<file path="src/rtl/noc_rr_packet_ctrl.sv">
// Round-robin packet arbiter: locks one source channel for a whole packet and
// forwards its flits through a one-entry registered output stage.
module noc_rr_packet_ctrl #(
   parameter int unsigned NUM_CH    = 4,
   parameter int unsigned DATA_W    = 32,
   parameter int unsigned MAX_FLITS = 16,
   parameter int unsigned CH_W      = $clog2(NUM_CH),
   parameter int unsigned CNT_W     = $clog2(MAX_FLITS + 1)
) (
   input  logic                     clk,
   input  logic                     reset,
   input  logic [NUM_CH-1:0]        src_valid,
   input  logic [NUM_CH*DATA_W-1:0] src_data,
   input  logic [NUM_CH-1:0]        src_last,
   output logic [NUM_CH-1:0]        src_ready,
   output logic                     dst_valid,
   output logic [DATA_W-1:0]        dst_data,
   output logic                     dst_last,
   output logic [CH_W-1:0]          dst_ch,
   input  logic                     dst_ready,
   output logic                     busy,
   output logic [CNT_W-1:0]         flit_cnt,
   output logic                     err_overlen
);

   typedef enum logic {IDLE, XFER} state_e;

   state_e              state_q, state_d;
   logic [CH_W-1:0]     grant_q, grant_d;
   logic [CH_W-1:0]     rr_ptr_q, rr_ptr_d;
   logic                dst_valid_q, dst_valid_d;
   logic [DATA_W-1:0]   dst_data_q, dst_data_d;
   logic                dst_last_q, dst_last_d;
   logic [CH_W-1:0]     dst_ch_q, dst_ch_d;
   logic [CNT_W-1:0]    flit_cnt_q, flit_cnt_d;
   logic                err_q, err_d;

   logic                arb_found;
   logic [CH_W-1:0]     arb_idx;
   logic [CH_W:0]       cand;
   logic                out_free;
   logic                accept;
   logic                cnt_hit;
   logic                pkt_end;
   logic [DATA_W-1:0]   sel_data;

   // First valid channel after the last served one, wrapping modulo NUM_CH
   always_comb begin
      arb_found = 1'b0;
      arb_idx   = '0;
      cand      = '0;
      for (int unsigned i = 1; i <= NUM_CH; i++) begin
         cand = {1'b0, rr_ptr_q} + (CH_W+1)'(i);
         if (cand >= (CH_W+1)'(NUM_CH)) begin
            cand = cand - (CH_W+1)'(NUM_CH);
         end
         if (!arb_found && src_valid[cand[CH_W-1:0]]) begin
            arb_found = 1'b1;
            arb_idx   = cand[CH_W-1:0];
         end
      end
   end

   // Output stage can take a flit when empty or draining this cycle
   always_comb begin
      out_free  = !dst_valid_q || dst_ready;
      sel_data  = src_data[32'(grant_q)*DATA_W +: DATA_W];
      cnt_hit   = (flit_cnt_q == CNT_W'(MAX_FLITS - 1));
      pkt_end   = src_last[grant_q] || cnt_hit;
      accept    = (state_q == XFER) && src_valid[grant_q] && out_free;
      src_ready = '0;
      if (state_q == XFER) begin
         src_ready[grant_q] = out_free;
      end
   end

   always_comb begin
      state_d     = state_q;
      grant_d     = grant_q;
      rr_ptr_d    = rr_ptr_q;
      dst_valid_d = dst_valid_q;
      dst_data_d  = dst_data_q;
      dst_last_d  = dst_last_q;
      dst_ch_d    = dst_ch_q;
      flit_cnt_d  = flit_cnt_q;
      err_d       = 1'b0;

      if (dst_valid_q && dst_ready) begin
         dst_valid_d = 1'b0;
      end

      case (state_q)
         IDLE: begin
            if (arb_found) begin
               grant_d    = arb_idx;
               flit_cnt_d = '0;
               state_d    = XFER;
            end
         end
         XFER: begin
            if (accept) begin
               dst_valid_d = 1'b1;
               dst_data_d  = sel_data;
               dst_ch_d    = grant_q;
               dst_last_d  = pkt_end;
               flit_cnt_d  = flit_cnt_q + CNT_W'(1);
               err_d       = cnt_hit && !src_last[grant_q];
               if (pkt_end) begin
                  state_d  = IDLE;
                  rr_ptr_d = grant_q;
               end
            end
         end
         default: state_d = IDLE;
      endcase
   end

   always_ff @(posedge clk or negedge reset) begin
      if (!reset) begin
         state_q     <= IDLE;
         grant_q     <= '0;
         rr_ptr_q    <= CH_W'(NUM_CH - 1);
         dst_valid_q <= 1'b0;
         dst_data_q  <= '0;
         dst_last_q  <= 1'b0;
         dst_ch_q    <= '0;
         flit_cnt_q  <= '0;
         err_q       <= 1'b0;
      end else begin
         state_q     <= state_d;
         grant_q     <= grant_d;
         rr_ptr_q    <= rr_ptr_d;
         dst_valid_q <= dst_valid_d;
         dst_data_q  <= dst_data_d;
         dst_last_q  <= dst_last_d;
         dst_ch_q    <= dst_ch_d;
         flit_cnt_q  <= flit_cnt_d;
         err_q       <= err_d;
      end
   end

   assign dst_valid   = dst_valid_q;
   assign dst_data    = dst_data_q;
   assign dst_last    = dst_last_q;
   assign dst_ch      = dst_ch_q;
   assign flit_cnt    = flit_cnt_q;
   assign err_overlen = err_q;
   assign busy        = (state_q == XFER);

endmodule

</file>
<file path="config.mk">
export PLATFORM = sky130hd
export DESIGN_NAME = noc_rr_packet_ctrl
export DESIGN_NICKNAME = d
export VERILOG_FILES = /design/src/rtl/noc_rr_packet_ctrl.sv
export SDC_FILE = /design/constraint.sdc
export NUM_CORES = 1
export LEC_CHECK = 0
export BUFFER_PORTS_ARGS = -buffer_cell sky130_fd_sc_hd__buf_2
export CORE_AREA = 4 4 95 88
export CTS_CLUSTER_SIZE = 20
export DETAILED_ROUTE_END_ITERATION = 8
export DIE_AREA = 0 0 99 92
export PLACE_DENSITY = 0.74
export SYNTH_ARGS = -nofsm -noshare
export SYNTH_HDL_FRONTEND = slang
export SYNTH_SLANG_ARGS = --single-unit
</file>
<file path="constraint.sdc">
create_clock -name clk -period 2.8 [get_ports clk]
set_input_delay 0.28 -clock clk [delete_from_list [all_inputs] [get_ports clk]]
set_output_delay 0.28 -clock clk [all_outputs]
set_load 0.1 [all_outputs]
</file>
# Yosys cells after proc, flatten, opt, wreduce, memory -nomap -nowiden
# Index checks and enable logic that the tools add are counted.
# word_totals
regBits	47
input_bits	139
output_inout_bits	47
elab_cells	92
# classes
addsub	9
magnitude_cmp	10
n_eq_ne	3
shift	1
n_mux	39
bitwise_logic	2
reduce_logical	19
# op_table
op	count
128-bit by 8-bit variable part select with 32-bit output	1
1-bit 2-to-1 mux	19
2-bit 2-to-1 mux	8
2-bit by 3-bit less-than comparator with 1-bit output, second input constant	5
1-bit binary-select mux with 2-bit select	6
3-bit >= comparator, second input constant	4
5-bit 2-to-1 mux	2
5-bit one-hot mux with 2 select lines	1
1-bit logical AND	8
2-bit by 1-bit subtractor with 2-bit output, second input constant	4
2-bit by 2-bit adder with 3-bit output, second input constant	2
2-bit AND reduction	3
5-bit by 1-bit adder with 5-bit output, second input constant	1
5-bit by 4-bit equality test with 1-bit output, second input constant	1
1-bit zero test	5
4-bit AND	1
4-bit 2-to-1 mux	1
2-bit by 1-bit adder with 3-bit output, second input constant	1
2-bit by 3-bit adder with 3-bit output, second input constant	1
3-bit AND reduction	1
1-bit demux with 2-bit select	1
2-bit by 1-bit >= comparator with 1-bit output, second input constant	1
1-bit logical OR	2
2-bit by 1-bit != test with 1-bit output, second input constant	1
other kinds (3)	3

# Depth between registers and ports, before layout
# Gate-level depths: netlist (run 1).
# depth
ltp_word	17
depth_mapped	6
depth_no_buf	5

# Worst setup path before layout (run 1)
# No wires, ideal clock.
# synth_timing
path_type	reg-to-output
startpoint	reg state_q, in the netlist busy
endpoint	out src_ready[0]
t_arrival_ns	3.425
t_required_ns	2.520
slack_ns	-0.905
stages_incl_launch_ff	4
n_path_buf	1
cell_sequence	dfrtp_1 clkbuf_1 nand2_1 nor3_1
# synth_between
elab_chain_cells	1
# synth_lines
item	line_no	source
start: declaration	28	state_e state_q, state_d;
start signal: assignment	130	state_q <= state_d;
4-bit 2-to-1 mux	72	if (state_q == XFER) begin
end: declaration	15	output logic [NUM_CH-1:0] src_ready,
# No other way between the ends.

# Worst setup path after layout (run 1)
# layout_timing
startpoint	reg grant_q[1]
endpoint	out src_ready[2]
# layout_between
elab_chain_cells	6
elab_cells_between_ends	7
cone_classes	order compare: 2; mux: 3; bitwise: 1; reduce/logical: 1
# layout_lines
item	line_no	source
start: declaration	29	logic [CH_W-1:0] grant_q, grant_d;
start signal: assignment	131	grant_q <= grant_d;
2-bit by 3-bit less-than comparator with 1-bit output (implied by the code) or 2-bit by 1-bit >= comparator with 1-bit output (tied branches)	73	src_ready[grant_q] = out_free;
1-bit logical AND (implied by the code)	73	
1-bit 2-to-1 mux (implied by the code)	73	
1-bit demux with 2-bit select *	73	
4-bit AND (no line) *	-	
4-bit 2-to-1 mux *	72	
# Mark *: on every way between the ends. The rest lies on a longest branch, timed or not.

==> flow_metrics.py, run 1 <==
metrics = {
    "setup_path": {
        "crit_arrival_ns": 1.89,
        "start_kind": "flop",
        "end_kind": "output pin",
        "max_stage_delay_ns": 0.46,
        "timing.rr.end": "dst_data[6]",
        "crit_path_start": "grant_q[1]",
        "worst_ep_required_time_ns": 2.52,
        "r2r-start": "grant_q[1]",
        "critPathMaxFanout": 40,
        "crit_type": "flop to output pin",
        "crit_slowest_cell": "buf_4",
        "r2r_setup_slack_ns": 0.68,
        "crit_chain": "buf_4 > inv_1 > nor3_2 > buf_2",
        "worstPathBufferInverterCount": 3,
        "cp_top_family": "buffers and inverters",
        "reg2regPathDepth": 4,
    },
    "floorplan": {
        "fp.dieH_microns": 92,
        "boundaryPins": 186,
        "core_area_sq_mm": 0.00739,
        "start_util": 0.380,
        "die_w_microns": 99,
        "die_area_sq_mm": 0.00911,
        "row_count": 30,
    },
    "timing": {
        "fin_skew_ns": 0.00539,
        "rsz0062_at_grt": "false",
        "drv_slew": 0,
        "final_hold_viol_count": 0,
        "maxSlewHeadroom": 0.308,
        "setup_slack_ns": 0.626,
        "worst_pin_slew_ns": 1.04,
        "setup_viol": 0,
        "fin_crit_sh": 0.776,
        "fmax_mhz": 460,
        "finalCriticalPeriod_ns": 2.17,
        "fin_hold_ws_ns": 0.171,
    },
    "global_route": {
        "grt_pass1_vias": 2516,
        "grt_pass1_wl_microns": 12300,
        "overflow": 0,
        "antenna_found_initial": 0,
        "grt_max_degree": 48,
        "gr-usage-all-layers": 0.166,
    },
    "logic_synthesis": {
        "synthArstFlopShare": 1.00,
        "yosysMostFrequentCell": "dfrtp_1",
        "synth_cell_types": 37,
        "avgSynthCellArea_sq_um": 15.3,
        "synth_flop_cell": "dfrtp_1",
        "synth_area_leaders": "dfrtp_1 (40%), mux4_2 (27%), mux2_2 (12%)",
        "syn_inst": 184,
        "synth_area_leader_cell": "dfrtp_1",
        "syn-num-nets": 325,
        "ys_seq_elements": 47,
        "yosysWarnings": 0,
        "synth_top_area_share": 0.401,
        "synthTopCellsByCount": "dfrtp_1 (45), mux4_2 (34), mux2_2 (31)",
        "ys_seq_area_frac": 0.419,
        "synth_enable_flop_cells": 0,
        "synthesis.area_sq_mm": 0.00281,
    },
    "clock_tree": {
        "htreeDepth": 2,
        "cts_hold_buf": 0,
        "clk_pin_slew_ns": 0.08,
        "cts_buffers": 5,
        "cts.repair.resized": 0,
        "root_buffer": "clkbuf_8",
        "insertion_delay_ns": 0.29,
        "cts_sinks": 47,
        "postCtsSetupBuffers": 0,
        "cts_tree": "yes",
        "clockBufferDepth": 2,
    },
    "detailed_routing": {
        "drt_wl_total_microns": 7580,
        "vias": 2387,
        "vias_per_cell": 5.17,
        "drc": 0,
        "drt_iter0_drc": 84,
        "antenna_left": 0,
        "routedWlPerCell_microns": 16.4,
        "firstDrtPassIters": 4,
    },
    "final_layout": {
        "antenna_cells": 0,
        "fillers": 652,
        "drive_above_1_share": 0.749,
        "final_area_sq_mm": 0.00391,
        "layout.nets": 506,
        "final_cells": 462,
        "areaGrowthSynthToFinish_pct": 39.1,
    },
    "min_path": {
        "hp-class": "primary input to asynchronous set/reset pin",
    },
    "place": {
        "gp_congestion": 0.872,
        "place_area_sq_mm": 0.00381,
        "dp_cells": 454,
        "pre_cts_slack_ns": 0.654,
        "dp_hpwl_microns": 6010,
        "port_buffers": 185,
    },
    "outcome": {
        "status": "finished, final reports clean",
    },
    "flow_run": {
        "maxCapViolations": 0,
    },
}
-- how the worst max path moves through the flow --
| stage | cells after the start | slack, ns | to |
|---|---|---|---|
| after floorplan | 3 | -0.19 | src_ready[1] |
| after detailed placement | 5 | 0.65 | dst_data[24] |
| final | 4 | 0.63 | src_ready[2] |
| after global routing | 4 | 0.49 | src_ready[2] |
| after global placement | 5 | 0.70 | dst_data[6] |
| after CTS | 4 | 0.60 | src_ready[2] |
-- layer usage --
metal / share of wire / routed length [microns] / GRT usage / vias up
met5: 0 / 0 / 0 / -
met4: 0.0099 / 75 / 0.0375 / 0
met3: 0.099 / 750 / 0.0487 / 10
met2: 0.49 / 3740 / 0.277 / 125
met1: 0.40 / 3020 / 0.214 / 1162
li1: - / - / - / 1090
-- cell type report --
| cell class | instances | area, sq um | area share |
|---|---|---|---|
| clock buffers | 8 | 100 | 0.0256 |
| well taps | 96 | 120 | 0.0307 |
| repair buffers | 189 | 968 | 0.248 |
| multi-input cells | 119 | 1530 | 0.391 |
| flip-flops and latches | 47 | 1180 | 0.302 |
| inverters | 3 | 11.3 | 0.00288 |
-- stage by stage --
step / TNS, ns / utilization
CTS: 0 / 0.529
finish: 0 / 0.529
global route: 0 / 0.529
global placement: 0 / 0.515
detailed placement: 0 / 0.515
floorplan: -0.534 / -
-- flip-flops by register name, indices dropped and copies added, names as in the netlist --
| name | flops |
|---|---|
| err_overlen | 1 |
| dst_last | 1 |
| dst_data | 32 |
| dst_valid | 1 |
| dst_ch | 2 |
| rr_ptr_q | 2 |
| busy | 1 |
| grant_q | 2 |
| flit_cnt | 5 |
-- kinds of logic after synthesis --
group | Yosys count | share of synthesized area
DFF | 47 | 0.419
and+or+nand+nor | 27 | 0.0547
AOI/OAI and AO/OA | 15 | 0.0374
adders and majority gates | 2 | 0.00890
muxes | 75 | 0.439
buffers and inverters | 18 | 0.0405
-- cells in the final DEF (no fill, tap or decap), drive strengths merged, types with 3 or more instances in the layout --
cell / instances
nand2: 5
mux4: 34
o21ai: 5
mux2i: 6
buf: 189
clkbuf: 8
nor3: 3
mux2: 35
dfrtp: 45
inv: 3
nor2: 4
Power of run 1 is left out: the tool's default activity adds up to more than one toggle a clock period on the data nets, which glitch-free logic cannot reach.
==> run 2: changes to the inputs <==
--- a/config.mk
+++ b/config.mk
@@ -5,12 +5,13 @@
 export SDC_FILE = /design/constraint.sdc
 export NUM_CORES = 1
 export LEC_CHECK = 0
+export ABC_AREA = 1
 export BUFFER_PORTS_ARGS = -buffer_cell sky130_fd_sc_hd__buf_2
-export CORE_AREA = 4 4 95 88
+export CORE_AREA = 4 4 96 89
 export CTS_CLUSTER_SIZE = 20
 export DETAILED_ROUTE_END_ITERATION = 8
-export DIE_AREA = 0 0 99 92
-export PLACE_DENSITY = 0.74
+export DIE_AREA = 0 0 100 93
+export PLACE_DENSITY = 0.76
 export SYNTH_ARGS = -nofsm -noshare
 export SYNTH_HDL_FRONTEND = slang
 export SYNTH_SLANG_ARGS = --single-unit
==> constraint.sdc (replaced) <==
create_clock -name clk -period 1.8 [get_ports clk]
set_input_delay 0.18 -clock clk [delete_from_list [all_inputs] [get_ports clk]]
set_output_delay 0.18 -clock clk [all_outputs]
set_load 0.1 [all_outputs]
==> flow_metrics.py, run 2 <==
metrics = {
    "timing": {
        "setup_viol": 0,
        "fin_hold_ws_ns": 0.0917,
        "worst_pin_slew_ns": 0.517,
        "rsz0062_at_grt": "false",
        "finalCriticalPeriod_ns": 1.71,
        "maxSlewHeadroom": 0.658,
        "drv_slew": 0,
        "fin_skew_ns": 0.00730,
        "finalSetupTns_ns": 0,
        "fin_crit_sh": 0.952,
        "final_hold_viol_count": 0,
        "setup_slack_ns": 0.0859,
        "fmax_mhz": 583,
    },
    "logic_synthesis": {
        "ys_seq_area_frac": 0.409,
        "synth_cell_types": 29,
        "synthArstFlopShare": 1.00,
        "synth_area_leader_cell": "dfrtp_1",
        "synthTopCellsByCount": "nand2_1 (219), dfrtp_1 (45), nand3_1 (44)",
        "synth_enable_flop_cells": 0,
        "syn_inst": 419,
        "avgSynthCellArea_sq_um": 6.88,
        "ys_seq_elements": 47,
        "synth_area_leaders": "dfrtp_1 (39%), nand2_1 (29%), a22oi_1 (8.9%)",
        "synth_flop_cell": "dfrtp_1",
        "yosysMostFrequentCell": "nand2_1",
        "synthesis.area_sq_mm": 0.00288,
        "synth_top_area_share": 0.390,
        "yosysWarnings": 0,
        "syn-num-nets": 560,
    },
    "place": {
        "port_buffers": 185,
        "dp_cells": 692,
        "dp_hpwl_microns": 7980,
        "pre_cts_slack_ns": -0.0147,
        "gp_congestion": 0.818,
    },
    "clock_tree": {
        "cts_tree": "yes",
        "htreeDepth": 2,
        "clk_pin_slew_ns": 0.08,
        "insertion_delay_ns": 0.30,
        "clockBufferDepth": 2,
        "cts_buffers": 5,
        "root_buffer": "clkbuf_8",
        "cts_sinks": 47,
    },
    "detailed_routing": {
        "vias_per_cell": 5.03,
        "drt_wl_total_microns": 9910,
        "antenna_left": 0,
        "routedWlPerCell_microns": 14.1,
        "drc": 0,
        "firstDrtPassIters": 4,
        "drt_iter0_drc": 136,
        "vias": 3544,
    },
    "setup_path": {
        "end_kind": "flop",
        "cp-endpoint": "flit_cnt[4]",
        "timing.rr.end": "flit_cnt[4]",
        "critical_path_depth": 8,
        "cp_top_family": "simple AND/OR/NAND/NOR gates",
        "cp_common_cell": "nand2_1",
        "critPathMaxFanout": 27,
        "crit_path_start": "grant_q[1]",
        "start_kind": "flop",
        "crit_slowest_cell": "dfrtp_1",
        "worst_ep_required_time_ns": 1.99,
        "crit_arrival_ns": 1.90,
        "reg2regPathDepth": 8,
        "crit_type": "flop to flop",
        "max_stage_delay_ns": 0.46,
        "crit_chain": "nand2_1 > inv_2 > nand2_1 > nand4_2 > nand2_2 > buf_4 > or2_1 > nand2_1",
        "worstPathBufferInverterCount": 2,
        "r2r-start": "grant_q[1]",
        "r2r_setup_slack_ns": 0.09,
    },
    "floorplan": {
        "core_area_sq_mm": 0.00747,
        "fp.dieH_microns": 93,
        "boundaryPins": 186,
        "start_util": 0.386,
        "row_count": 30,
        "die_area_sq_mm": 0.00930,
        "die_w_microns": 100,
    },
    "final_layout": {
        "areaGrowthSynthToFinish_pct": 45.1,
        "final_cells": 704,
        "antenna_cells": 0,
        "fillers": 718,
        "final_common_cell": "nand2_1",
        "drive_above_1_share": 0.393,
        "layout.nets": 748,
        "largest_reg_flops": 32,
        "final_cell_mix": "nand2_1 (219), buf_2 (181), nand3_1 (44)",
    },
    "global_route": {
        "grt_pass1_vias": 3357,
        "gr-usage-all-layers": 0.208,
        "overflow": 0,
        "grt_max_degree": 37,
        "grt_pass1_wl_microns": 15800,
        "antenna_found_initial": 0,
    },
    "min_path": {
        "hp-start": "dst_ready",
        "hp-class": "primary input to flop",
    },
    "pwr": {
        "total_power_mw": 9.76,
        "ir_drop_v": 0.00112,
        "power_density_mw_per_mm2": 2330,
        "leakage_nw": 2.38,
    },
    "flow_run": {
        "maxCapViolations": 0,
    },
    "outcome": {
        "status": "finished, final reports clean",
    },
}
## run 2: how the worst min path moves through the flow
stage | end | slack [ns] | depth (start not counted)
final | dst_valid | 0.09 | 2
after global routing | dst_valid | 0.09 | 2
after CTS | dst_valid | 0.09 | 2
after detailed placement | dst_data[8] | 0.11 | 1
after global placement | dst_data[8] | 0.11 | 1
after floorplan | dst_ch[0] | -0.12 | 0
## run 2: cell type report
type	count	area (sq um)	area share
multi-input combinational	332	1580	0.377
clock buffer	7	96.3	0.0230
inverter	19	78.8	0.0188
timing repair buffer	202	1120	0.267
sequential	47	1190	0.284
tap	96	120	0.0287
clock inverter	1	7.51	0.00179
## run 2: through the flow
| stage | area, sq um | util |
|---|---|---|
| 2_1_floorplan | 2940 | - |
| 3_3_place_gp | 4030 | 0.540 |
| 3_5_place_dp | 4030 | 0.540 |
| 4_1_cts | 4150 | 0.555 |
| 5_1_grt | 4190 | 0.560 |
| 6_report | 4190 | 0.560 |
## run 2: power breakdown
group | internal, mW | switching [mW] | total (mW)
clock | 0.350 | 0.350 | 0.699
combinational | 1.62 | 5.60 | 7.22
sequential | 1.55 | 0.288 | 1.84
## run 2: cell families after synthesis
family | Yosys count | share of synthesized area
flip-flops | 47 | 0.409
buffers and inverters | 40 | 0.0664
AO/OA/AOI/OAI | 41 | 0.102
XOR/XNOR | 2 | 0.00607
adder cells (fa/ha/maj) | 2 | 0.00868
AND/OR/NAND/NOR | 287 | 0.408
## run 2: worst reg2reg max path, delay by kind of cell, from the launching register on
kind	cells	cell delay [ns]
simple gates	6	0.76
flops	1	0.46
buf+inv	2	0.39
## run 2: what timing repair did
item	in CTS	in global routing
pin swaps	0	1
resized for setup	1	3
hold buffers	1	0
hold endpoints to repair	14	0
buffers inserted	0	3
setup endpoints to repair	3	12
## run 2: routing by layer
layer  vias to the layer above  global-route usage  share of wire  wire (microns)
met4                         0              0.0505          0.013             127
met5                         -                   0              0               0
met1                      1636               0.268           0.42            4160
met2                       165               0.356           0.49            4810
li1                       1729                   -              -               -
met3                        14              0.0447          0.083             820
(Power assumes the default switching activity.)
